## config.mk

```make
export PLATFORM = sky130hd
export DESIGN_NAME = morse_letter_queue
export DESIGN_NICKNAME = d
export VERILOG_FILES = /design/src/rtl/morse_pkg.sv /design/src/rtl/morse_letter_fifo.sv /design/src/rtl/morse_letter_queue.sv
export SDC_FILE = /design/constraint.sdc
export NUM_CORES = 1
export LEC_CHECK = 0
export ABC_AREA = 0
export BUFFER_PORTS_ARGS = -buffer_cell sky130_fd_sc_hd__buf_2
export CORE_MARGIN = 5
export CORE_UTILIZATION = 35
export DETAILED_ROUTE_END_ITERATION = 16
export GPL_TIMING_DRIVEN = 0
export SYNTH_ARGS = -nofsm -noshare
export SYNTH_HDL_FRONTEND = slang
export SYNTH_SLANG_ARGS = --single-unit
```

## constraint.sdc

```tcl
create_clock -name clk -period 3.02 [get_ports clk]
set_input_delay 0.302 -clock clk [delete_from_list [all_inputs] [get_ports clk]]
set_output_delay 0.302 -clock clk [all_outputs]
set_load 0.02 [all_outputs]
```

## src/rtl/morse_pkg.sv

```systemverilog
// Shared definitions for the Morse letter queue.
// Holds the symbol width, the dot/dash codes and the helper that sizes
// symbol-count fields so every file agrees on the letter layout.
package morse_pkg;

  localparam int SYM_W = 2;
  localparam logic [SYM_W-1:0] SYM_DOT  = 2'b01;
  localparam logic [SYM_W-1:0] SYM_DASH = 2'b10;

  // Width of a field that must hold any value 0..max_syms inclusive.
  function automatic int count_w(input int max_syms);
    return $clog2(max_syms + 1);
  endfunction

endpackage

```

## src/rtl/morse_letter_fifo.sv

```systemverilog
// First-word-fall-through FIFO of assembled letters.
// Ports:
//   clk, rst_n : clock, asynchronous active-low reset
//   push, pop  : write request / read request (pop ignored when empty)
//   flush      : empties the FIFO, overriding push and pop
//   wdata      : letter written on push
//   rdata      : head letter (held at the last head while empty)
//   level      : number of stored letters
//   drop       : push refused this cycle because the FIFO is full
module morse_letter_fifo #(
  parameter int DATA_W = 8,
  parameter int DEPTH  = 8
) (
  input  logic                       clk,
  input  logic                       rst_n,
  input  logic                       push,
  input  logic                       pop,
  input  logic                       flush,
  input  logic [DATA_W-1:0]          wdata,
  output logic [DATA_W-1:0]          rdata,
  output logic [$clog2(DEPTH+1)-1:0] level,
  output logic                       drop
);

  localparam int PW = $clog2(DEPTH);
  localparam int LW = $clog2(DEPTH + 1);

  logic [DATA_W-1:0] mem_r [DEPTH];
  logic [PW-1:0]     wr_ptr_r;
  logic [PW-1:0]     rd_ptr_r;
  logic [LW-1:0]     level_r;
  logic [LW-1:0]     level_nxt_s;
  logic [DATA_W-1:0] last_head_r;
  logic              full_s;
  logic              empty_s;
  logic              push_s;
  logic              pop_s;

  assign full_s  = (level_r == LW'(DEPTH));
  assign empty_s = (level_r == {LW{1'b0}});
  assign pop_s   = pop && !empty_s;
  // A full FIFO still accepts a push when the head leaves in the same cycle.
  assign push_s  = push && (!full_s || pop_s);
  assign drop    = push && full_s && !pop_s;

  // Occupancy update from the accepted push/pop pair.
  always_comb begin
    level_nxt_s = level_r;
    case ({push_s, pop_s})
      2'b10:   level_nxt_s = level_r + LW'(1);
      2'b01:   level_nxt_s = level_r - LW'(1);
      default: level_nxt_s = level_r;
    endcase
  end

  // Pointer and occupancy registers; flush wins over push and pop.
  always_ff @(posedge clk or negedge rst_n) begin
    if (!rst_n) begin
      wr_ptr_r <= {PW{1'b0}};
      rd_ptr_r <= {PW{1'b0}};
      level_r  <= {LW{1'b0}};
    end else if (flush) begin
      wr_ptr_r <= {PW{1'b0}};
      rd_ptr_r <= {PW{1'b0}};
      level_r  <= {LW{1'b0}};
    end else begin
      if (push_s) wr_ptr_r <= wr_ptr_r + PW'(1);
      if (pop_s)  rd_ptr_r <= rd_ptr_r + PW'(1);
      level_r <= level_nxt_s;
    end
  end

  // Letter storage; deliberately left without reset.
  always_ff @(posedge clk) begin
    if (push_s && !flush) mem_r[wr_ptr_r] <= wdata;
  end

  // Remembers the head shown while non-empty so rdata does not expose stale slots.
  always_ff @(posedge clk or negedge rst_n) begin
    if (!rst_n) begin
      last_head_r <= {DATA_W{1'b0}};
    end else if (!empty_s) begin
      last_head_r <= mem_r[rd_ptr_r];
    end
  end

  assign rdata = empty_s ? last_head_r : mem_r[rd_ptr_r];
  assign level = level_r;

endmodule

```

## src/rtl/morse_letter_queue.sv

```systemverilog
// Morse letter assembler feeding a FIFO of completed letters.
// Ports:
//   clk, rst_n          : clock, asynchronous active-low reset
//   new_dot, new_dash   : append a symbol to the letter under assembly
//   undo, clear         : drop newest symbol / whole letter under assembly
//   commit              : push the assembled letter into the FIFO
//   flush, err_clr      : empty the FIFO / clear sticky error flags
//   cur_data, cur_count : letter under assembly (right-aligned) and its length
//   out_valid/out_ready : FIFO head handshake, out_data/out_count the head
//   level               : letters held in the FIFO
//   sym_ovf, drop_err   : sticky overflow flags (letter full / FIFO full)
module morse_letter_queue
  import morse_pkg::*;
#(
  parameter int MAX_SYMS = 6,
  parameter int DEPTH    = 8
) (
  input  logic                          clk,
  input  logic                          rst_n,
  input  logic                          new_dot,
  input  logic                          new_dash,
  input  logic                          undo,
  input  logic                          clear,
  input  logic                          commit,
  input  logic                          flush,
  input  logic                          err_clr,
  output logic [2*MAX_SYMS-1:0]         cur_data,
  output logic [count_w(MAX_SYMS)-1:0]  cur_count,
  output logic                          out_valid,
  input  logic                          out_ready,
  output logic [2*MAX_SYMS-1:0]         out_data,
  output logic [count_w(MAX_SYMS)-1:0]  out_count,
  output logic [$clog2(DEPTH+1)-1:0]    level,
  output logic                          sym_ovf,
  output logic                          drop_err
);

  localparam int DW = SYM_W * MAX_SYMS;
  localparam int CW = count_w(MAX_SYMS);
  localparam int LW = $clog2(DEPTH + 1);

  logic [DW-1:0]    cur_data_r;
  logic [CW-1:0]    cur_count_r;
  logic [DW-1:0]    data_nxt_s;
  logic [CW-1:0]    count_nxt_s;
  logic [SYM_W-1:0] sym_code_s;
  logic             sym_req_s;
  logic             ovf_set_s;
  logic             push_s;
  logic             drop_s;
  logic             sym_ovf_r;
  logic             drop_err_r;
  logic [LW-1:0]    level_s;
  logic [DW+CW-1:0] rdata_s;

  assign sym_req_s  = new_dot || new_dash;
  assign sym_code_s = new_dot ? SYM_DOT : SYM_DASH;
  assign push_s     = commit && (cur_count_r != {CW{1'b0}});

  // Next letter under assembly: commit, clear, undo, then append.
  always_comb begin
    data_nxt_s  = cur_data_r;
    count_nxt_s = cur_count_r;
    ovf_set_s   = 1'b0;
    if (commit) begin
      // Commit ignores clear/undo; a same-cycle symbol starts the next letter.
      if (sym_req_s) begin
        data_nxt_s  = DW'(sym_code_s);
        count_nxt_s = CW'(1);
      end else begin
        data_nxt_s  = {DW{1'b0}};
        count_nxt_s = {CW{1'b0}};
      end
    end else if (clear) begin
      data_nxt_s  = {DW{1'b0}};
      count_nxt_s = {CW{1'b0}};
    end else if (undo) begin
      if (cur_count_r != {CW{1'b0}}) begin
        data_nxt_s  = cur_data_r >> SYM_W;
        count_nxt_s = cur_count_r - CW'(1);
      end else begin
        data_nxt_s  = cur_data_r;
        count_nxt_s = cur_count_r;
      end
    end else if (sym_req_s) begin
      if (cur_count_r < CW'(MAX_SYMS)) begin
        data_nxt_s  = (cur_data_r << SYM_W) | DW'(sym_code_s);
        count_nxt_s = cur_count_r + CW'(1);
      end else begin
        ovf_set_s   = 1'b1;
      end
    end else begin
      data_nxt_s  = cur_data_r;
      count_nxt_s = cur_count_r;
    end
  end

  // Assembly registers.
  always_ff @(posedge clk or negedge rst_n) begin
    if (!rst_n) begin
      cur_data_r  <= {DW{1'b0}};
      cur_count_r <= {CW{1'b0}};
    end else begin
      cur_data_r  <= data_nxt_s;
      cur_count_r <= count_nxt_s;
    end
  end

  // Sticky flags; a set event in the same cycle beats err_clr.
  always_ff @(posedge clk or negedge rst_n) begin
    if (!rst_n) begin
      sym_ovf_r  <= 1'b0;
      drop_err_r <= 1'b0;
    end else begin
      if (ovf_set_s)    sym_ovf_r <= 1'b1;
      else if (err_clr) sym_ovf_r <= 1'b0;
      if (drop_s)       drop_err_r <= 1'b1;
      else if (err_clr) drop_err_r <= 1'b0;
    end
  end

  morse_letter_fifo #(
    .DATA_W (DW + CW),
    .DEPTH  (DEPTH)
  ) u_fifo (
    .clk   (clk),
    .rst_n (rst_n),
    .push  (push_s),
    .pop   (out_ready),
    .flush (flush),
    .wdata ({cur_data_r, cur_count_r}),
    .rdata (rdata_s),
    .level (level_s),
    .drop  (drop_s)
  );

  assign {out_data, out_count} = rdata_s;
  assign out_valid = (level_s != {LW{1'b0}});
  assign level     = level_s;
  assign cur_data  = cur_data_r;
  assign cur_count = cur_count_r;
  assign sym_ovf   = sym_ovf_r;
  assign drop_err  = drop_err_r;

endmodule

```

# [Word-level counts from Yosys, hierarchy flattened]
# Memory sizes are Yosys's and may differ from the RTL's.
# Index checks and enable logic that the tools add are counted.
[word_totals] ff_bits=42 ramBits=120 input_bits=10 out_inout_bits=37 memories=1
[op_classes] addsub=6 n_lt_le_gt_ge=1 n_eq_ne=4 muxes=32 bitwise=1 n_reduce_logical=23
[mem_list] memory="u_fifo.mem_r" depth=8 width=15 read_ports=1 rd_ports_with_merged_regs=0 wr=1 line_no="morse_letter_fifo.sv:28" rtl="logic [DATA_W-1:0] mem_r [DEPTH];"
[op_table] op="12-bit two-way mux" n=6
[op_table] op="3-bit two-way mux" n=10
[op_table] op="15-bit two-way mux" n=1
[op_table] op="12-bit by 2-bit OR with 12-bit output" n=1
[op_table] op="4-bit nonzero test" n=3
[op_table] op="1-bit two-way mux" n=11
[op_table] op="3-bit by 1-bit adder with 3-bit output (second input constant)" n=3
[op_table] op="4-bit case mux with 2 select lines" n=1
[op_table] op="2-bit nonzero test" n=4
[op_table] op="1-bit logical AND" n=6
[op_table] op="3-bit nonzero test" n=2
[op_table] op="4-bit by 1-bit adder with 4-bit output (second input constant)" n=1
[op_table] op="4-bit equality test (second input constant)" n=1
[op_table] op="1-bit logical NOT" n=4
[op_table] op="4-bit logical NOT" n=1
[op_table] op="2-bit two-way mux" n=2
[op_table] op="4-bit two-way mux" n=1
[op_table] op="4-bit by 1-bit != test with 1-bit output (second input constant)" n=1
[op_table] op="4-bit by 1-bit subtractor with 4-bit output (second input constant)" n=1
[op_table] op="3-bit less-than comparator (second input constant)" n=1
[op_table] op="3-bit AND reduction" n=1
[op_table] op="3-bit by 1-bit subtractor with 3-bit output (second input constant)" n=1
[op_table] op="2-bit by 1-bit equality test with 1-bit output (second input constant)" n=1
[op_table] op="2-bit equality test (second input constant)" n=1
[op_table] op="1-bit logical OR" n=2

# [Logic depth before layout (Yosys ltp)]
[depth] ltp_word=8 ltp_mapped=8 depth_no_buf=7

# [Cells and area by module]
# Synthesis repeated with hierarchy kept, for this count alone.
[unflattened] hier_cells=415 hier_area_um2=6864.1
[modules_own_cells] mod="morse_letter_fifo" instances=1 cells_per_inst=298 area_per_inst_um2=5709.2 seq_area_each_um2=4229.1
[modules_own_cells] mod="morse_letter_queue" instances=1 cells_per_inst=117 area_per_inst_um2=1154.9 seq_area_each_um2=425.4

# [Least setup slack after synthesis]
# OpenSTA, ideal clock, no wires.
[synth_timing] kind="reg2reg" start="reg cur_count_r[1] (netlist: cur_count[1])" end="mem u_fifo.mem_r[0][0] in the netlist's numbering (enable)" arrival_time_ps=2682 t_required_ps=2611 path_slack_ps=-71 stages_incl_launch_ff=5 period_less_slack_ps=3091 path_cell_list="dfrtp_1 o31ai_1 a31oi_2 nor3b_1 nor3b_1"
[synth_between] elab_chain_len=6
[synth_rtl] element="start: declaration" line_no="morse_letter_queue.sv:43" rtl="logic [CW-1:0] cur_count_r;"
[synth_rtl] element="start signal: assignment" line_no="morse_letter_queue.sv:102" rtl="cur_count_r <= {CW{1'b0}};"
[synth_rtl] element="start signal: assignment" line_no="morse_letter_queue.sv:105" rtl="cur_count_r <= count_nxt_s;"
[synth_rtl] element="3-bit nonzero test" line_no="morse_letter_queue.sv:58" rtl="assign push_s = commit && (cur_count_r != {CW{1'b0}});"
[synth_rtl] element="1-bit logical AND" line_no="morse_letter_queue.sv:58"
[synth_rtl] element="1-bit logical AND" line_no="morse_letter_fifo.sv:43" rtl="assign push_s = push && (!full_s || pop_s);"
[synth_rtl] element="1-bit logical AND" line_no="morse_letter_fifo.sv:75" rtl="if (push_s && !flush) mem_r[wr_ptr_r] <= wdata;"
[synth_rtl] element="1-bit two-way mux" line_no="morse_letter_fifo.sv:75"
[synth_rtl] element="1-bit two-way mux (not written as such)" line_no="morse_letter_fifo.sv:75"
[synth_rtl] element="end: declaration" line_no="morse_letter_fifo.sv:28"
# Every way passes these cells.

# [Final worst setup path]
[layout_timing] start="reg cur_count_r[1] (netlist: cur_count[1])" end="mem u_fifo.mem_r[1][8] in the netlist's numbering (enable)"
# Same word-level chain as after synthesis.

==> results.md <==
* Pwr Density at 802 nW/um2
* Comb pwr share at 0.248
* Worst VDD drop at 0.000401 V
* R2R setup slack at between 0.15 and 0.2 ns
* Yosys Warn Count at 0
* Die Span Y at 147 um
* DR pass1 iterations at 5
* Starting Density at 0.354
* Die X at about 150 um
* Final instance area at 7800 um2
* Wire per inst at 20.2 um
* F_max at ~350 MHz
* Pint at ~4.4 mW
* Final-stage net count at 480
* Num Clock Sinks at 162
* Drt via density at 5.14
* RSZ-0062 raised after global routing: no
* Routed vias at ~3700
* Die Area at between 20000 and 25000 um2
* Sequential area share after synthesis at 0.708
* # IOs at 47
* Core area at 18600 um2
* Sw Ratio at 0.302
* Site Rows at 50
* Syn Nets at a little over 400
* Crit path kind: flip-flop to flip-flop
* Area added between synthesis and finish at 18.7%
* Synth Flop Type: edfxtp_1
* Area after DPL at between 7000 and 8000 um2
* Slew Limit Fails at 0
* First-pass GRT wire length at 22700 um
* Total wire length at around 14000 um
* EDFF count, synth at 120
* Fin. Hold Viols at 0
* Tcrit/Tclk final at 0.938
* R2r worst-path depth at 5
* GR Util All Layers at 0.141
* Worst r2r src: cur_count[1]$_DFFE_PN0P_
* Layout cells sized above 1 at 0.300
* Crit-path max FO at 15
* DP Wirelength at 9380 um
* Worst slew margin at 0.274
* Setup_tns at 0 ns
* Largest net degree at the start of global routing at 43
* Fraction of registers with async set/reset at 0.259
* Antenna Cells at 0
* Cell count after synthesis at 391
* GP Congestion at 0.800
* Worst r2r dst: u_fifo.mem_r[1][8]$_DFFE_PP_
* Crit. End Element: flip-flop
* Setup Viol. Count Final at 0
* Clock slew at reported path FFs at 0.06 ns
* Register bit total from synthesis at 162
* Initial antenna violation count at 0
* Static Leak at 2.76 nW
* Critical Path RT at 3.14 ns
* Fill cell total of the finished layout at 1653
* NetSw at between 1.5 and 2 mW
* Netlist cell types at 45
* Port-buffer cells at 46
* Cell Area, Synth at 6570 um2
* Min Tclk post-route at 2.83 ns
* H-tree depth at 4
* Status: finished, final reports clean
* Max-cap violations at 0
* Syn_area_per_cell at 16.8 um2
* Vias in the first global route at 3880
* Routed Antenna Nets at 0
* CTS max path bufs at 2
* CTS root buf: clkbuf_16
* CP Launch Type: flip-flop
* Grt total ovfl at 0
* DRT iter0 DRCs at 270
* CTS tree: done
* Flop pwr share at 0.429
* Arrival time at the worst endpoint at about 3 ns
* Hold Path Class: input port to asynchronous set/reset pin
* Drt drc at 0
* TritonCTS Buffers at 17
* Clk pwr share at 0.323
* Worst slew pin tran at 1.09 ns
* Clock network latency to the later pin of the worst-skew pair at 0.42 ns
* Worst clock skew at 0.00992 ns
[how the worst max path moves through the flow]
stage | cells past startpoint | startpoint | slack (ns) | to
after detailed placement | 4 | cur_count[1]$_DFFE_PN0P_ | -0.14 | u_fifo.mem_r[6][8]$_DFFE_PP_
after global placement | 4 | cur_count[1]$_DFFE_PN0P_ | -1.36 | u_fifo.mem_r[3][8]$_DFFE_PP_
final | 5 | cur_count[1]$_DFFE_PN0P_ | 0.19 | u_fifo.mem_r[1][8]$_DFFE_PP_
after floorplan | 4 | cur_count[1]$_DFFE_PN0P_ | 0.05 | u_fifo.mem_r[3][0]$_DFFE_PP_
after global routing | 5 | cur_count[1]$_DFFE_PN0P_ | 0.005 | u_fifo.mem_r[1][8]$_DFFE_PP_
after CTS | 5 | cur_count[1]$_DFFE_PN0P_ | -0.06 | u_fifo.mem_r[5][8]$_DFFE_PP_
[area by class of cell]
class                   count  area (um2)  area share
plain buffers              19        87.6      0.0112
clock buffers              19         433      0.0555
clock inverters            12         118      0.0151
inverters                  17        63.8     0.00818
multi-input cells         193        1840       0.235
flip-flops and latches    162        4650       0.597
well taps                 234         293      0.0375
repair buffers             55         317      0.0406
[placed cells by master, fill, tap and decap left out, drive strengths merged, types with 3 or more instances in the layout]
master,count
nor3b,4
o211ai,3
buf,60
a21oi,6
mux4,30
o21ai,32
clkinv,8
mux2i,18
xor2,3
o21a,3
nor2,14
nand3b,3
nor2b,5
inv,17
nand3,11
nand2,25
dfrtp,42
ha,4
clkbuf,33
edfxtp,120
mux2,5
[registers in the layout, indices dropped and copies added (netlist names)]
register	cells
u_fifo.mem_r	120
u_fifo.wr_ptr_r	3
u_fifo.level	4
sym_ovf	1
u_fifo.last_head_r	15
u_fifo.rd_ptr_r	3
cur_data	12
drop_err	1
cur_count	3
[synth_stat cells, types with 3 or more instances]
master	n	area share
mux4_2	30	0.10
nor2b_1	4	0.0038
dfrtp_1	42	0.16
a21oi_1	6	0.0046
nand3_1	11	0.0084
inv_1	16	0.0091
edfxtp_1	120	0.55
o21ai_0	32	0.024
nand2_1	25	0.014
mux2i_1	18	0.027
o21a_1	3	0.0034
nor2_1	14	0.0080
buf_2	4	0.0030
ha_1	4	0.0076
nor3b_1	4	0.0046
clkbuf_1	14	0.0080
o211ai_1	3	0.0034
xor2_1	3	0.0040
mux2_2	3	0.0051
nand3b_1	3	0.0034
[power groups by stage]
stage	clock (mW)	sequential, mW	combinational [mW]
floorplan	0	2.74	1.02
global placement	0	2.72	1.53
detailed placement	0	2.73	1.57
CTS	2.06	2.69	1.59
global route	2.18	2.71	1.71
finish	2.02	2.69	1.55
[per-stage QoR]
| stage | setup slack, ns | util | cells | hold WS (ns) | power [mW] |
|---|---|---|---|---|---|
| detailed placement | -0.142 | 0.386 | 675 | 0.478 | 4.31 |
| global route | 0.00471 | 0.420 | 711 | 0.0961 | 6.59 |
| floorplan | 0.0454 | - | 391 | 0.00641 | 3.76 |
| finish | 0.187 | 0.420 | 711 | 0.0909 | 6.26 |
| CTS | -0.0564 | 0.418 | 708 | 0.0795 | 6.34 |
| global placement | -1.36 | 0.382 | 671 | 0.474 | 4.25 |
[critical path: stages (launching register included)]
cell      delay [ns]
dfrtp_1         0.65
o31ai_2         0.24
a31oi_2         0.43
nand3b_1        0.39
nor3_4          0.58
buf_6           0.24
[metal layers]
metal | part of all wire | up-vias | global-route usage | wire [um]
li1 | - | 1663 | - | -
met4 | 0.015 | 0 | 0.0466 | 222
met1 | 0.43 | 1862 | 0.185 | 6260
met5 | 0 | - | 0 | 0
met3 | 0.058 | 16 | 0.0386 | 834
met2 | 0.49 | 117 | 0.228 | 7080
[repair_timing]
action / in CTS / in global routing
pin swaps: 0 / 1
setup buffers: 2 / 3
hold buffers: 0 / 0
gates resized for setup: 8 / 3
setup endpoints to repair: 78 / 55
[cells by family (layout without fill, tap and decap cells)]
| group | count (synthesis) | count (layout) | synth area share |
|---|---|---|---|
| flip-flops | 162 | 162 | 0.708 |
| AND/OR/NAND/NOR | 70 | 70 | 0.0518 |
| AO/OA/AOI/OAI | 60 | 60 | 0.0600 |
| multiplexers | 53 | 53 | 0.140 |
| buffers and inverters | 36 | 122 | 0.0225 |
| adder cells (fa/ha/maj) | 5 | 5 | 0.0107 |
| XOR/XNOR | 5 | 5 | 0.00667 |
Power figures use the tool's default switching activity.
